File: config.mk
export PLATFORM = sky130hd
export DESIGN_NAME = program_counter_unit
export DESIGN_NICKNAME = d
export VERILOG_FILES = /design/src/rtl/program_counter_unit.sv
export SDC_FILE = /design/constraint.sdc
export NUM_CORES = 1
export LEC_CHECK = 0
export ABC_CLOCK_PERIOD_IN_PS = 3450
export CAP_MARGIN = 30
export CORE_MARGIN = 1.5
export CORE_UTILIZATION = 43
export CTS_CLUSTER_SIZE = 24
export DETAILED_ROUTE_END_ITERATION = 6
export PLACE_DENSITY = 0.81
export SETUP_SLACK_MARGIN = 0.1
export SYNTH_ARGS = -nofsm -noshare
export SYNTH_HDL_FRONTEND = slang
export SYNTH_SLANG_ARGS = --single-unit
File: constraint.sdc
create_clock -name clk -period 3.45 [get_ports clk]
set_clock_uncertainty 0.2 [all_clocks]
set_input_delay 0.345 -clock clk [delete_from_list [all_inputs] [get_ports clk]]
set_output_delay 0.345 -clock clk [all_outputs]
set_load 0.01 [all_outputs]
File: src/rtl/program_counter_unit.sv
// Fetch-stage program counter: loads the next PC every cycle and
// derives the sequential successor, previous PC and jump status.
module program_counter_unit #(
   parameter int unsigned         WIDTH       = 32,
   parameter logic [WIDTH-1:0]    RESET_VALUE = 32'h0000_0000,
   parameter int unsigned         STEP        = 4
) (
   input  logic             clk,
   input  logic             rst,
   input  logic [WIDTH-1:0] pc_in,
   output logic [WIDTH-1:0] pc_out,
   output logic [WIDTH-1:0] pc_seq,
   output logic [WIDTH-1:0] pc_prev,
   output logic             pc_misaligned,
   output logic             pc_jump
);

   localparam logic [WIDTH-1:0] STEP_W = WIDTH'(STEP);

   logic [WIDTH-1:0] pc_q;
   logic [WIDTH-1:0] prev_q;
   logic             jump_q;
   logic [WIDTH-1:0] seq_w;

   // Carry out of the top bit is dropped so the successor wraps.
   assign seq_w = pc_q + STEP_W;

   always_ff @(posedge clk or negedge rst) begin
      if (!rst) begin
         pc_q   <= RESET_VALUE;
         prev_q <= RESET_VALUE;
         jump_q <= 1'b0;
      end else begin
         pc_q   <= pc_in;
         prev_q <= pc_q;
         jump_q <= (pc_in != seq_w);
      end
   end

   assign pc_out        = pc_q;
   assign pc_seq        = seq_w;
   assign pc_prev       = prev_q;
   assign pc_jump       = jump_q;
   assign pc_misaligned = |pc_q[1:0];

endmodule

==> impl_results.md <==
- Final core utilization: 0.7262
- Commonest non-fill, non-tap cell in the layout: clkdlybuf4s50_1
- Vias post-DR: 2,851
- Die Area: 7723 sq um
- Req. time, crit path: 2.90 ns
- Final hold slack: -0.05256 ns
- Mean Syn Cell Area: 11.47 sq um
- Worst R2R End: pc_jump
- Worst hold path type: in -> async
- Row cnt: 30
- Fillers: 469
- Latest clock arrival within the worst-skew pair: 0.35 ns
- Worst Reg-to-Reg Cells: 8
- Status: finished, violations left
- Failing checks: negative hold slack
- Yosys reg bits: 65
- ANT nets after route: 0
- Placer Congestion: 0.8230
- Commonest non-fill, non-tap cells in the layout: 130 x clkdlybuf4s50_1, 53 x dfrtp_1, 28 x xnor2_1, 24 x buf_4, 23 x xor2_1
- Synth area leaders: dfrtp_1 53%, xnor2_1 7.9%, xor2_1 6.5%, nand3_1 2.6%, nand4_1 2.2%
- Pwr Total: 1.994 mW
- CP Launch Type: register
- Post-synthesis sequential area ratio: 0.5250
- Iter 0 DRT Violations: 252
- Ports: 132
- Global-route wire length before repair: 13,980 microns
- Area Overhead vs Synth: 61.03%
- Origin of the worst setup path: pc_out[3]
- Top cell type by total area after synthesis: dfrtp_1
- Dpl hpwl: 6541 microns
- Gate Count Post-Synth: 270
- DR vias/cell: 5.389
- Global Route Usage Sum: 0.2468
- CTS H-tree lvls: 3
- Critical path type: reg -> out
- Peak supply drop: 0.2848 mV
- Chip height: 87.88 microns
- Async S/R FF share, synth: 1.000
- I/O Buffers: 131
- Power per cell area: 399.7 nW/um^2
- Largest net degree at the start of global routing: 66
- Total clock sinks: 65
- Final-stage net count: 463
- Antenna Cells: 0
- Yosys cell types: 52
- DRC Markers: 0
- Reg2Reg Setup Slack: 0.45 ns
- Multi-input gate area: 1429 sq um
- LEAKAGE: 1.998 nW
- Root Buffer: clkbuf_8
- Post-Layout Cell Count: 529
- Final Hold Viols: 49
- Vias in the first global route: 2,705
- RR Startpoint: pc_out[3]
- Synth Net Count: 305
- Max-cap violations: 0
- Ys Warns: 0
- TritonCTS clock tree: done
- Initial antenna violation count: 0
- Area share of the leading cell type in the synthesized netlist: 0.5250
- Worst rel slew slack: 0.4558
- Reg area: 1642 sq um
- WL/cell: 17.70 microns
- Arr. time, crit path: 2.77 ns
- Core Area: 6869 sq um
- Fmax: 301.7 MHz
- Wirelength, routed: 9365 microns
- RSZ-0062 raised after global routing: yes
- Main flop type after synthesis: dfrtp_1
- Global route overflow: 0
- CP Max Fanout: 8
- Die Width: 87.88 microns
- CTS max path bufs: 2
- Post-Place Cells: 497
- Min cycle time layout: 3.314 ns
- Netlist Area Pre-Place: 3098 sq um
- Num CTS Buffers: 9
- Final setup fails: 0
- Drt pass-1 iters: 4
- Post-synth EDFFs: 0
- Setup TNS: 0 ns
- CP endpoint kind: output port
- CP endpoint: pc_seq[26]
- Tightest Pin Transition: 0.8163 ns
- Tcrit/Tclk final: 0.9606
- Clock slew at reported path FFs: 0.07 ns
- Max Transition Viols Final: 0
- Initial Util: 0.4510
- Layout cells sized above 1: 0.1709
per-layer routing:
metal	track usage	up-vias	wire (microns)
li1	-	1290	-
met1	0.3175	1378	3787
met2	0.3928	154	4565
met3	0.05749	29	744
met4	0.1198	0	267
met5	0	-	0
cells in the mapped netlist (4+ instances only):
cell type and instances:
dfrtp_1 65, xnor2_1 28, xor2_1 23, nand3_1 16
inv_1 13, nor3_1 12, nand4_1 11, o21ai_0 10
nor2_1 9, nand2_1 7, a21oi_1 6, nor4_1 6
clkbuf_1 5, and3_1 4
worst max-delay path, cell delays in order (launching register included):
cell	delay, ns
dfrtp_1	0.42
ha_2	0.27
nand3_2	0.24
or4_4	0.54
nor3_4	0.20
xor2_1	0.19
clkdlybuf4s50_1	0.56
per-stage QoR:
step	setup WS, ns	instance area [sq um]
global route	0.04209	4989
detailed placement	0.1897	4542
global placement	0.3033	4542
CTS	0.03614	4858
floorplan	0.6559	3098
finish	0.1359	4989
timing repair:
item | in CTS | in global routing
setup endpoints to repair | 10 | 9
pin swaps | 1 | 5
resized for setup | 16 | 7
hold buffers | 0 | 0
setup buffers | 2 | 14
sequential cells by signal, indices dropped and copies added (netlist names):
signal   flops
pc_jump      1
pc_out      32
pc_prev     32
layout make-up:
type | instances | share of cell area
clock buffers | 10 | 0.02759
multi-input cells | 183 | 0.2864
repair buffers | 156 | 0.3020
flip-flops and latches | 65 | 0.3291
inverters | 13 | 0.009782
clock inverters | 6 | 0.02107
well taps | 96 | 0.02408
worst min path at each step:
stage | startpoint | end | depth (start not counted)
floorplan | rst | pc_jump | 0
global placement | pc_out[3] | pc_prev[3] | 0
detailed placement | pc_out[0] | pc_prev[0] | 0
CTS | rst | pc_prev[25] | 2
global route | rst | pc_prev[1] | 2
finish | rst | pc_out[0] | 2
kinds of logic after synthesis:
| logic type | share of synthesized area |
|---|---|
| AOI/OAI and AO/OA | 0.07997 |
| and+or+nand+nor | 0.1854 |
| adders and majority gates | 0.004038 |
| xor gates and xnor gates | 0.1737 |
| DFF | 0.5250 |
| buffers and inverters | 0.03190 |
where the power goes:
part / switching (mW) / total, mW / internal, mW / leakage (nW)
Clock: 0.300 / 0.796 / 0.496 / 0.126
Combinational: 0.152 / 0.352 / 0.200 / 1.13
Sequential: 0.0449 / 0.846 / 0.801 / 0.743
Power figures use the tool's default switching activity.
